<file path="src/rtl/stream_demux_pkg.sv">
// -----------------------------------------------------------------------------
// stream_demux_pkg
// Shared definitions for the N-way stream demultiplexer:
//   lane_state_e  - per-lane holding-slot state (empty / full)
//   DROP_CNT_W    - width of the saturating dropped-transfer counter
//   sel_width()   - select width for a given lane count, never below 1 bit
// -----------------------------------------------------------------------------
package stream_demux_pkg;

  typedef enum logic {
    ST_EMPTY = 1'b0,
    ST_FULL  = 1'b1
  } lane_state_e;

  localparam int DROP_CNT_W = 16;

  // A 1-lane or 2-lane demux still needs a 1-bit select port.
  function automatic int sel_width(input int n);
    int w;
    w = $clog2(n);
    return (w < 1) ? 1 : w;
  endfunction

endpackage

</file>
<file path="src/rtl/demux_slot.sv">
// -----------------------------------------------------------------------------
// demux_slot
// One-entry holding register for a single output lane of the demux.
// A write loads the slot; a consumer handshake empties it unless a new write
// lands in the same cycle, in which case the data is replaced with no bubble.
//
// Ports:
//   clk        rising-edge clock
//   rst_n      asynchronous active-low reset (slot empty, data cleared)
//   wr_en      load wr_data this cycle (only issued when the slot can take it)
//   wr_data    payload to load
//   out_valid  slot is full
//   out_ready  consumer takes the slot contents this cycle
//   out_data   slot contents (zeroed while empty when ZERO_IDLE is set)
// -----------------------------------------------------------------------------
module demux_slot
  import stream_demux_pkg::*;
#(
  parameter int WIDTH     = 8,
  parameter bit ZERO_IDLE = 1'b1
) (
  input  logic             clk,
  input  logic             rst_n,
  input  logic             wr_en,
  input  logic [WIDTH-1:0] wr_data,
  output logic             out_valid,
  input  logic             out_ready,
  output logic [WIDTH-1:0] out_data
);

  lane_state_e      state_reg, state_next;
  logic [WIDTH-1:0] data_reg, data_next;

  always_ff @(posedge clk or negedge rst_n) begin
    if (!rst_n) begin
      state_reg <= ST_EMPTY;
      data_reg  <= '0;
    end else begin
      state_reg <= state_next;
      data_reg  <= data_next;
    end
  end

  always_comb begin
    state_next = state_reg;
    data_next  = data_reg;
    case (state_reg)
      ST_EMPTY: begin
        if (wr_en) begin
          state_next = ST_FULL;
          data_next  = wr_data;
        end
      end
      ST_FULL: begin
        // A write wins over a drain: the slot stays full with fresh data.
        if (wr_en) begin
          data_next = wr_data;
        end else if (out_ready) begin
          state_next = ST_EMPTY;
        end
      end
    endcase
  end

  assign out_valid = (state_reg == ST_FULL);

  generate
    if (ZERO_IDLE) begin : g_zero_idle
      assign out_data = data_reg & {WIDTH{out_valid}};
    end else begin : g_raw_idle
      assign out_data = data_reg;
    end
  endgenerate

endmodule

</file>
<file path="src/rtl/stream_demux_n.sv">
// -----------------------------------------------------------------------------
// stream_demux_n
// Routes one valid/ready input stream to one of N_OUT output lanes, chosen per
// transfer by in_sel. Each lane has a one-entry slot, so a stalled consumer
// only blocks transfers aimed at its own lane. Selects beyond the last lane
// (possible only when N_OUT is not a power of two) are accepted, discarded,
// flagged on bad_sel for one cycle and counted in a saturating drop_cnt.
//
// Ports:
//   clk        rising-edge clock
//   rst_n      asynchronous active-low reset
//   in_valid   producer has a transfer
//   in_ready   transfer accepted this cycle (combinational, 0 in reset)
//   in_sel     destination lane, sampled with in_data
//   in_data    payload
//   out_valid  per-lane slot full
//   out_ready  per-lane consumer ready
//   out_data   lane k at bits [k*WIDTH +: WIDTH]
//   bad_sel    one-cycle pulse after an out-of-range transfer was dropped
//   drop_cnt   saturating count of dropped transfers
// -----------------------------------------------------------------------------
module stream_demux_n
  import stream_demux_pkg::*;
#(
  parameter int   WIDTH     = 8,
  parameter int   N_OUT     = 4,
  parameter bit   ZERO_IDLE = 1'b1,
  localparam int  SEL_W     = sel_width(N_OUT)
) (
  input  logic                   clk,
  input  logic                   rst_n,
  input  logic                   in_valid,
  output logic                   in_ready,
  input  logic [SEL_W-1:0]       in_sel,
  input  logic [WIDTH-1:0]       in_data,
  output logic [N_OUT-1:0]       out_valid,
  input  logic [N_OUT-1:0]       out_ready,
  output logic [N_OUT*WIDTH-1:0] out_data,
  output logic                   bad_sel,
  output logic [DROP_CNT_W-1:0]  drop_cnt
);

  // One extra bit so N_OUT itself is representable for the range compare.
  localparam logic [SEL_W:0] N_OUT_EXT = (SEL_W + 1)'(N_OUT);

  logic                  sel_ok;
  logic                  lane_blocked;
  logic                  accept;
  logic                  bad_accept;
  logic [N_OUT-1:0]      lane_wr;
  logic                  bad_sel_reg, bad_sel_next;
  logic [DROP_CNT_W-1:0] drop_cnt_reg, drop_cnt_next;

  assign sel_ok = ({1'b0, in_sel} < N_OUT_EXT);

  // The selected lane blocks only if it is full and its consumer is not
  // draining it this cycle; an out-of-range select never matches a lane.
  always_comb begin
    lane_blocked = 1'b0;
    for (int k = 0; k < N_OUT; k++) begin
      if (in_sel == SEL_W'(k)) begin
        lane_blocked = out_valid[k] && !out_ready[k];
      end
    end
  end

  assign in_ready   = rst_n && (!sel_ok || !lane_blocked);
  assign accept     = in_valid && in_ready;
  assign bad_accept = accept && !sel_ok;

  generate
    for (genvar gi = 0; gi < N_OUT; gi++) begin : g_lane
      assign lane_wr[gi] = accept && (in_sel == SEL_W'(gi));

      demux_slot #(
        .WIDTH     (WIDTH),
        .ZERO_IDLE (ZERO_IDLE)
      ) u_slot (
        .clk       (clk),
        .rst_n     (rst_n),
        .wr_en     (lane_wr[gi]),
        .wr_data   (in_data),
        .out_valid (out_valid[gi]),
        .out_ready (out_ready[gi]),
        .out_data  (out_data[gi*WIDTH +: WIDTH])
      );
    end
  endgenerate

  always_comb begin
    bad_sel_next  = bad_accept;
    drop_cnt_next = drop_cnt_reg;
    if (bad_accept && (drop_cnt_reg != {DROP_CNT_W{1'b1}})) begin
      drop_cnt_next = drop_cnt_reg + 1'b1;
    end
  end

  always_ff @(posedge clk or negedge rst_n) begin
    if (!rst_n) begin
      bad_sel_reg  <= 1'b0;
      drop_cnt_reg <= '0;
    end else begin
      bad_sel_reg  <= bad_sel_next;
      drop_cnt_reg <= drop_cnt_next;
    end
  end

  assign bad_sel  = bad_sel_reg;
  assign drop_cnt = drop_cnt_reg;

endmodule

</file>
<file path="config.mk">
export PLATFORM = sky130hd
export DESIGN_NAME = stream_demux_n
export DESIGN_NICKNAME = d
export VERILOG_FILES = /design/src/rtl/stream_demux_pkg.sv /design/src/rtl/demux_slot.sv /design/src/rtl/stream_demux_n.sv
export SDC_FILE = /design/constraint.sdc
export NUM_CORES = 1
export LEC_CHECK = 0
export BUFFER_PORTS_ARGS = -buffer_cell sky130_fd_sc_hd__buf_2
export CAP_MARGIN = 30
export CELL_PAD_IN_SITES_DETAIL_PLACEMENT = 0
export CELL_PAD_IN_SITES_GLOBAL_PLACEMENT = 1
export CORE_AREA = 3 3 90 92
export CTS_CLUSTER_SIZE = 14
export DETAILED_ROUTE_END_ITERATION = 10
export DIE_AREA = 0 0 93 95
export PLACE_DENSITY = 0.54
export SETUP_SLACK_MARGIN = 0.2
export SLEW_MARGIN = 20
export SYNTH_ARGS = -nofsm -noshare
export SYNTH_HDL_FRONTEND = slang
export SYNTH_SLANG_ARGS = --single-unit
</file>
<file path="constraint.sdc">
create_clock -name clk -period 5 [get_ports clk]
set_clock_uncertainty 0.1 [all_clocks]
set_input_delay 1 -clock clk [delete_from_list [all_inputs] [get_ports clk]]
set_output_delay 1 -clock clk [all_outputs]
set_load 0.05 [all_outputs]
</file>
# Yosys cells after proc, flatten, opt, wreduce, memory -nomap -nowiden
# Index checks and enable logic that the tools add are counted.
word_totals:
  latchBits: 0
  rom_bits: 0
  in_bits: 17
  word_cells: 59
  ram_bits: 0
  output_inout_bits: 54
  mem_count: 0
  reg_bits: 36
classes:
  n_reduce_logical: 16
  n_div: 0
  mux: 24
  n_addsub: 0
  shift: 0
  bitwise_logic: 8
  n_lt_le_gt_ge: 0
  mul: 0
  n_eq_ne: 3
ops:
  columns: ["operator", "n"]
  rows:
  - ["$and A8 B8 Y8", 4]
  - ["$mux W8", 4]
  - ["$mux W1", 16]
  - ["$logic_and A1 B1 Y1", 10]
  - ["$pmux W1 S2", 4]
  - ["$logic_not A1 Y1", 5]
  - ["$eq A2 B2 Y1 const B", 2]
  - ["$not A1 Y1", 4]
  - ["$eq A2 B1 Y1 const B", 1]
  - ["$logic_not A2 Y1", 1]

# Logic depth before layout (Yosys ltp)
# Gate-level depths: netlist (run 1).
logic_depth:
  depth_word: 12
  depth_mapped: 4
  mapped_depth_nobuf: 3

# Modules after synthesis
# A second synthesis (run 1) with hierarchy kept.
hier_totals:
  cells_unflattened: 148
  area_unflattened_um2: 1909.3
modules_own_cells:
  columns: ["mod", "cells_each", "n_inst", "area_per_inst_um2", "seq_area_each_um2"]
  rows:
  - ["demux_slot", 28, 4, 419.2, 225.2]
  - ["stream_demux_n", 36, 1, 232.7, 0.0]

# Worst setup path after synthesis (run 1)
# Ideal clock, no wire load.
synth_timing:
  kind: "input to output"
  start: "in in_sel[0]"
  end: "out in_ready"
  t_required_ns: 3.900
  path_buffers: 0
  stages: 3
  slack_ns: 1.874
  t_arrival_ns: 2.026
  cell_sequence: "nand2b_1 > o221ai_1 > a21oi_1"
synth_between:
  elab_chain_cells: 7
  word_cells_on_any_way: 10
  classes_between: "3 x eq/ne; 4 x mux; 3 x reduce/logical"
synth_lines:
  columns: ["element", "line_no", "rtl"]
  rows:
  - ["start, declared", "stream_demux_n.sv:34", "input logic [SEL_W-1:0] in_sel,"]
  - ["$logic_not A2 Y1", "stream_demux_n.sv:61", "if (in_sel == SEL_W'(k)) begin"]
  - ["$mux W1 (3 in a row)", "stream_demux_n.sv:61", null]
  - ["$mux W1 (*)", "stream_demux_n.sv:61", null]
  - ["$logic_not A1 Y1 (*)", "stream_demux_n.sv:67", "assign in_ready = rst_n && (!sel_ok || !lane_blocked);"]
  - ["$logic_and A1 B1 Y1 (*)", "stream_demux_n.sv:67", null]
  - ["end, declared", "stream_demux_n.sv:33", "output logic in_ready,"]
# Every way passes the cells marked *; elsewhere a longest branch is shown, timed or not.

# Worst setup path in the final report (run 1)
layout_timing:
  start: "in rst_n"
  end: "out in_ready"
layout_between:
  elab_chain_cells: 1
layout_lines:
  columns: ["element", "line_no", "rtl"]
  rows:
  - ["start, declared", "stream_demux_n.sv:31", "input logic rst_n,"]
  - ["$logic_and A1 B1 Y1", "stream_demux_n.sv:67", null]
# Every way passes these cells.

==> results of run 1 <==
==> final cells by class <==
class,instances,share of cell area [%]
Multi-Input combinational cell,100,35.72
Tap cell,99,5.622
Timing Repair Buffer,54,12.38
Clock inverter,2,1.590
Sequential cell,36,40.89
Inverter,3,0.5111
Clock buffer,6,3.294
==> worst max-delay path, cell delays in order <==
cell and delay, ns:
buf_2 0.08, buf_4 0.41, o221ai_1 0.20, a21oi_1 0.15
buf_2 0.28
==> cells in the mapped netlist (all sizes together) <==
cell type	instances	area, um^2
and2	32	200.2
dfrtp	36	900.9
nand4b	1	8.760
conb	1	3.750
inv	3	11.26
buf	22	168.9
nor3b	2	25.02
nand3b	1	7.510
o21ai	4	20.02
o221ai	1	8.760
clkbuf	1	3.750
nand2b	4	25.02
or4b	1	10.01
nand2	3	13.77
mux2	32	390.4
a21oi	2	13.76
==> cells by family after synthesis <==
group,share of synthesized area (%)
flops,49.72
simple gates,16.02
compound gates,2.348
buf+inv,10.15
mux,21.55
other cells,0.2070
==> worst paths after layout <==
kind                                              start                            to  slack [ns]  cells past startpoint
max reg2reg                  g_lane[0].u_slot.out_valid  g_lane[0].u_slot.data_reg[0]        2.91                      3
max                                               rst_n                      in_ready        1.78                      5
min reg2reg                g_lane[1].u_slot.data_reg[4]  g_lane[1].u_slot.data_reg[4]        0.40                      1
max in group asynchronous                         rst_n  g_lane[2].u_slot.data_reg[6]        3.79                      2
min in group asynchronous                         rst_n  g_lane[0].u_slot.data_reg[1]        0.67                      2
min                        g_lane[1].u_slot.data_reg[4]  g_lane[1].u_slot.data_reg[4]        0.40                      1
==> cell usage in the layout, fill, tap and decap left out, types with 2 or more instances in the layout <==
| master | instances |
|---|---|
| and2_1 | 32 |
| nor3b_2 | 2 |
| mux2_4 | 8 |
| inv_1 | 3 |
| conb_1 | 17 |
| buf_2 | 53 |
| nand2b_1 | 4 |
| nand2_1 | 2 |
| clkbuf_8 | 5 |
| o21ai_0 | 4 |
| mux2_2 | 24 |
| dfrtp_1 | 36 |
==> power breakdown <==
part / switching (mW) / total (mW) / leakage (nW) / internal [mW]
Clock: 0.0986 / 0.247 / 0.0552 / 0.148
Sequential: 0.0325 / 0.385 / 0.438 / 0.352
Combinational: 0.125 / 0.202 / 0.636 / 0.0770
==> layer usage <==
metal	vias to the layer above	global-route usage, %	wire length, um
met1	551	13.25	1981
met5	-	0	0
li1	558	-	-
met4	0	4.029	44
met3	5	3.108	289
met2	42	14.70	1921
==> stage by stage <==
stage	area, um^2	setup slack (ns)
after floorplan	1872	1.875
after global placement	2096	1.714
after detailed placement	2096	1.708
after CTS	2203	1.706
after global routing	2203	1.588
final	2203	1.780
==> results.ini, run 1 <==
[outcome]
run_status=complete, no violations

[placement]
detailed_place_hpwl_mm=3.081
dp.cells=292
final_replace_weighted_congestion=0.6963
port-buffer-count=53

[finish]
final.fill_count=810
syn_to_final_growth_pct=21.62
multi_input_comb_area_um2=787.0
largest_register_ffs=32
diodes=0
post_route_cells_drive_above_1_share_pct=48.26
fin_nets=217
register_area_um2=900.9
final-instance-count-excl-fill=300
utilization_after_layout_pct=30.22

[clocking]
ctsHoldBuffers=0
tritoncts_clock_tree=built
post-cts-setup-buffers=0
clock-sinks=36
cts-buffers-inserted=5
clk_pin_slew_ns=0.07
clock_tree.buffer_depth=2
cts-root-buf=clkbuf_8
clock_latency_of_the_later_clocked_register_in_the_worst_skew_pair_ns=0.27
post_cts_repair_resize_count=0
cts_max_level=2

[timing]
finalSetupViolCount=0
hold-worst-slack_ns=0.4002
unrepaired_setup_endpoints_after_global_routing=false
timing.final.max_slew_violations=0
fmax_ghz=0.3105
fin_tns_setup_ns=0
slew_headroom_pct=48.80
layout_worst_path_cycle_share_pct=64.40
finalHoldViolCount=0
final.min_clock_period_ns=3.220
tightest_pin_transition_ns=0.7646

[drt]
detail_route.drc_violations=0
detail_route.iter0.violations=29
ant_nets=0
routed-via-count=1156
detail_route.first_pass.iterations=3
postRouteWirelength_mm=4.236
route.detailed.wl_per_inst_um=14.12
viasPerCell=3.853

[power]
power_leakage_nw=1.130
power_density_nw_per_um2=378.1
max-vdd-ir-drop_mv=0.1328
finalPower_mw=0.8331

[global_route]
groute.usage.overall_pct=9.862
grt_first_pass_wirelength_mm=6.486
first_global_vias=1201
grt_max_degree=40
globalRoute.totalOverflow=0
antenna_found_initial=0

[floorplanning]
floorplan.initialDensity_pct=24.85
placement_rows=31
horizontal_die_dimension_um=93
ios=71
fp.coreArea_um2=7292
die_y_um=95
design.die.area_um2=8835

[critical_path]
cp.required_ns=3.90
startpoint_type=input port
worst_setup_path_end_kind=output port
worst_setup_path_class=in -> out
timing.critical_path.arrival_ns=2.12
worst-path-max-fanout=39

[logic_synthesis]
yosys.cell_types.count=20
synth.yosys.warnings=0
synth_cells=146
postSynthRegisterBits=36
post_syn_area_um2=1812
yosysSeqAreaShare_pct=49.72
syn-mean-instance-area_um2=12.41

[job]
drv.max_cap_violation_count=0

[min_path]
holdCritPathClass=reg -> reg

Note: power is estimated with default switching activity, not from simulation.
==> run 2, diff against run 1 <==
ABC_AREA = 1   (was unset)
CORE_AREA = 3 3 96 98   (was 3 3 90 92)
DIE_AREA = 0 0 99 101   (was 0 0 93 95)
PLACE_DENSITY = 0.58   (was 0.54)
clock period = 2.65 ns   (was 5 ns; I/O delays follow)
==> run 2 against run 1 <==
Against the previous run: first-iteration DRC count rose to 3.0 times the previous value; critical path depth increased by 2; area after synthesis increased by 15%; die area is 13% higher.
==> results.ini, run 2 <==
[drt]
detail_route.first_pass.iterations=4
ant_nets=0
routed-via-count=1748
detail_route.iter0.violations=86
detail_route.drc_violations=0
postRouteWirelength_mm=5.236
viasPerCell=4.172
route.detailed.wl_per_inst_um=12.50

[logic_synthesis]
synth_simple_gate_area_share_pct=36.77
yosys.cell_types.count=19
yosysSeqAreaShare_pct=43.40
most_common_cell_in_the_synthesized_netlist=nand2_1
synthArstFlopShare_pct=100.0
synth_top_family_by_area=simple AND/OR/NAND/NOR gates
synth-main-ff-cell=dfrtp_1
synth_compound_area_share_pct=1.145
synth_largest_type_area_fraction_pct=43.40
synth_xor_area_share_pct=0
postSynthRegisterBits=36
synth_enable_flop_cells=0
post_syn_area_um2=2076
syn-mean-instance-area_um2=7.923
synth.yosys.warnings=0
yosysTopAreaCell=dfrtp_1
top_cells_by_instance_count_after_synthesis=99 x nand2_1, 37 x inv_1, 36 x dfrtp_1
synth.top_cells.by_area=dfrtp_1 43%, nand2_1 18%, nand4_1 9.6%
synth.area.mux_share_pct=0
synth_cells=262
yosys.area_share.adder_pct=0

[finish]
diodes=0
multi_input_comb_area_um2=857.1
largest_register_ffs=32
syn_to_final_growth_pct=16.88
final.fill_count=966
final_cell_mix=99 x nand2_1, 53 x buf_2, 37 x inv_1, 36 x dfrtp_1, 32 x nand4_1
fin_nets=330
post_route_cells_drive_above_1_share_pct=27.01
stdcell_area_um2=2426
register_area_um2=900.9
most_common_library_cell_in_the_layout_ignoring_fill_and_taps=nand2_1

[critical_path]
critPathLaunch=in_sel[1]
reg2reg_to=g_lane[0].u_slot.data_reg[3]
worst_setup_path_end_kind=output port
r2r_slack_ns=0.93
timing.critical_path.arrival_ns=1.73
worstReg2RegStart=g_lane[0].u_slot.out_valid
cp.required_ns=2.02
startpoint_type=input port
worst_setup_path_class=in -> out
worstRegToRegCells=7
worst-path-max-fanout=17

[global_route]
grt_max_degree=37
antenna_found_initial=0
grt_first_pass_wirelength_mm=8.245
globalRoute.totalOverflow=0
first_global_vias=1647
groute.usage.overall_pct=10.54

[timing]
fmax_ghz=0.4243
finalHoldViolCount=0
timing.final.max_slew_violations=0
slew_headroom_pct=52.89
tightest_pin_transition_ns=0.7066
final.min_clock_period_ns=2.357
layout_worst_path_cycle_share_pct=88.93
finalSetupViolCount=0
fin_tns_setup_ns=0
unrepaired_setup_endpoints_after_global_routing=false

[power]
max-vdd-ir-drop_mv=0.1885
power_leakage_nw=1.558
power_density_nw_per_um2=589.0
finalPower_mw=1.429

[floorplanning]
die_y_um=101
ios=71
design.die.area_um2=9999
horizontal_die_dimension_um=99
placement_rows=34
floorplan.initialDensity_pct=24.28
fp.coreArea_um2=8551

[placement]
detailed_place_hpwl_mm=3.919
dpl-instance-area_um2=2351
port-buffer-count=53
final_replace_weighted_congestion=0.7255

[outcome]
run_status=complete, no violations

[clocking]
tritoncts_clock_tree=built
post_cts_repair_resize_count=0
clk_pin_slew_ns=0.07
cts-root-buf=clkbuf_8
clock-sinks=36
clock_latency_of_the_later_clocked_register_in_the_worst_skew_pair_ns=0.28
clock_tree.buffer_depth=2
cts-buffers-inserted=5
cts_max_level=2

[min_path]
holdCritPathClass=in -> async

[job]
drv.max_cap_violation_count=0

==> run 2: cell types whose count changed after synthesis, sizes merged, moves of 2 or more <==
cell	delta
nand2	+100
inv	+38
nand4	+36
and2	-32
mux2	-32
buf	+9
nor2	+8
nand2b	-4
a21oi	-2
nor3b	-2
==> run 2: cell type report <==
cell class	instances	area share (%)
sequential	36	37.13
multi-input combinational	170	35.33
timing repair buffer	59	12.79
inverter	41	6.343
tap	108	5.570
clock buffer	5	2.837
==> run 2: routing by layer <==
layer  GRT usage (%)  vias to the layer above  part of all wire (%)
li1                -                      883                     -
met1           14.36                      807                    47
met2           16.48                       56                    47
met3           3.045                        2                   5.9
met4           2.521                        0                  0.46
met5               0                        -                     0
==> run 2: worst max path at each step <==
stage / to / slack (ns) / depth (start not counted)
after global placement: in_ready / 0.19 / 7
after floorplan: in_ready / 0.75 / 5
after global routing: in_ready / 0.21 / 6
after detailed placement: in_ready / 0.14 / 7
after CTS: in_ready / 0.30 / 7
final: in_ready / 0.29 / 7
==> run 2: repair_timing <==
item                                   in CTS  in global routing
setup endpoints to repair                   1                  0
buffers inserted                            0                  0
endpoints found under the hold margin       0                  0
hold buffers                                0                  0
==> run 2: critical path: stages <==
cell,delay [ns]
buf_2,0.14
inv_2,0.07
nor2_4,0.06
nand2_2,0.09
nand3_2,0.12
nor2_4,0.36
buf_2,0.35
==> run 2: kinds of logic after synthesis <==
logic type | Yosys count
AND/OR/NAND/NOR | 148
buffers and inverters | 73
flip-flops | 36
other | 1
AO/OA/AOI/OAI | 4
==> run 2: metrics by stage <==
stage / worst slack (ns) / hold WS [ns] / std cells / util (%)
final: 0.2933 / 0.2426 / 419 / 28.37
after global routing: 0.2113 / 0.2685 / 419 / 28.37
after CTS: 0.2987 / 0.2466 / 419 / 28.37
after detailed placement: 0.1361 / 0.3591 / 413 / 27.49
after global placement: 0.1854 / 0.3606 / 413 / 27.49
after floorplan: 0.7522 / 0.1344 / 278 / -
==> run 2: report_power, final <==
group / total [mW] / internal, mW / switching [mW]
combinational: 0.379 / 0.0898 / 0.289
sequential: 0.711 / 0.655 / 0.0556
clock: 0.339 / 0.169 / 0.170
total: 1.43 / 0.914 / 0.515
==> run 3, diff against run 2 <==
ABC_AREA = 0   (was 1)
CORE_AREA = 3 3 90 92   (was 3 3 96 98)
DIE_AREA = 0 0 93 95   (was 0 0 99 101)
PLACE_DENSITY = 0.56   (was 0.58)
==> run 3 against run 2 <==
Against the previous run: first-iteration DRC count down 37%; sequential share of layout area is 3.4 points higher; setup slack gained 0.20 ns; sequential power rose by 2%; cell area down 8.4%; clock-buffer cell count stayed put; hold slack worse by 0.0045 ns; fmax increased by 9.2%; highest routed layer unchanged.
==> results.ini, run 3 (synthesis results as in run 1) <==
[placement]
placement.setup.worst_slack_ns=0.4958
dpl-instance-area_um2=2111
detailed_place_hpwl_mm=3.016
port-buffer-count=53
dp.cells=294
final_replace_weighted_congestion=0.6775

[clocking]
tritoncts_clock_tree=built
post-cts-setup-buffers=0
clock_tree.buffer_depth=2
clock-sinks=36
cts-root-buf=clkbuf_8
clock_latency_of_the_later_clocked_register_in_the_worst_skew_pair_ns=0.28
cts-buffers-inserted=5
cts_max_level=2
post_cts_repair_resize_count=0
clk_pin_slew_ns=0.07
ctsHoldBuffers=0

[timing]
finalHoldViolCount=0
slew_headroom_pct=61.36
timing.final.max_slew_violations=0
finalSetupViolCount=0
tightest_pin_transition_ns=0.5796
layout_worst_path_cycle_share_pct=81.41
post-route-worst-setup-slack_ns=0.4926
unrepaired_setup_endpoints_after_global_routing=false
fmax_ghz=0.4635
final.min_clock_period_ns=2.157
fin_tns_setup_ns=0

[floorplanning]
fp.coreArea_um2=7292
horizontal_die_dimension_um=93
ios=71
die_y_um=95
placement_rows=31
floorplan.initialDensity_pct=24.85
design.die.area_um2=8835

[critical_path]
worst_setup_path_class=reg -> out
worst-path-max-fanout=10
worstReg2RegStart=g_lane[0].u_slot.out_valid
critPathLaunch=g_lane[3].u_slot.out_valid
worst_setup_path_end_kind=output port
startpoint_type=flop
timing.critical_path.arrival_ns=1.53
r2r_slack_ns=0.64
cp.required_ns=2.02

[drt]
ant_nets=0
postRouteWirelength_mm=4.241
detail_route.drc_violations=0
routed-via-count=1186
route.detailed.wl_per_inst_um=14.04
detail_route.first_pass.iterations=3
detail_route.iter0.violations=54
viasPerCell=3.927

[global_route]
groute.usage.overall_pct=10.33
grt_first_pass_wirelength_mm=6.720
grt_max_degree=37
first_global_vias=1234
globalRoute.totalOverflow=0
antenna_found_initial=0

[power]
power_leakage_nw=1.139
max-vdd-ir-drop_mv=0.1938
finalPower_mw=1.587
power_density_nw_per_um2=714.3

[finish]
post_route_cells_drive_above_1_share_pct=49.26
largest_register_ffs=32
final-instance-count-excl-fill=302
fin_nets=219
stdcell_area_um2=2222
most_common_library_cell_in_the_layout_ignoring_fill_and_taps=buf_2
syn_to_final_growth_pct=22.65
final_cell_mix=53 x buf_2, 36 x dfrtp_1, 32 x and2_1, 24 x mux2_2, 17 x conb_1
diodes=0
final.fill_count=790

[job]
drv.max_cap_violation_count=0

[outcome]
run_status=complete, no violations

[min_path]
holdCritPathClass=in -> async

[run 3: metal layers]
metal	part of all wire (%)	vias to the layer above	wire (um)	GRT usage, %
met5	0	-	0	0
met4	1.3	0	54	3.297
met3	6.9	5	294	3.665
met2	49	45	2097	17.04
met1	42	572	1794	12.63
li1	-	564	-	-
[run 3: final timing paths]
path | endpoint | cells after the start
worst min register to register | g_lane[2].u_slot.data_reg[2] | 1
worst min-delay path | g_lane[1].u_slot.out_valid | 2
min in group clk | g_lane[1].u_slot.out_valid | 2
max in group asynchronous | g_lane[1].u_slot.data_reg[2] | 2
worst max-delay path | in_ready | 4
worst max register to register | g_lane[0].u_slot.data_reg[5] | 3
[run 3: final cells by class]
class	instances	area, um^2	area share, %
Clock inverter	3	42.54	1.914
Inverter	3	11.26	0.5068
Timing Repair Buffer	56	287.8	12.95
Sequential cell	36	900.9	40.54
Clock buffer	5	68.82	3.097
Tap cell	99	123.9	5.574
Multi-Input combinational cell	100	787.0	35.42
[run 3: report_power, final]
part           internal (mW)  switching [mW]
Clock                  0.278           0.204
Sequential             0.664          0.0596
Combinational          0.146           0.235
Total                   1.09           0.499
[run 3: through the flow]
stage          util, %  hold WS, ns
5_1_grt          30.47       0.2849
4_1_cts          30.47       0.2533
3_5_place_dp     28.95       0.3877
2_1_floorplan        -       0.1344
6_report         30.47       0.2382
3_3_place_gp     28.95       0.3817
[run 3: critical path, cell delays in order, from the launching register on]
cell and delay [ns]:
dfrtp_1 0.51, nand2b_1 0.17, o221ai_1 0.14, a21oi_1 0.14, buf_2 0.28
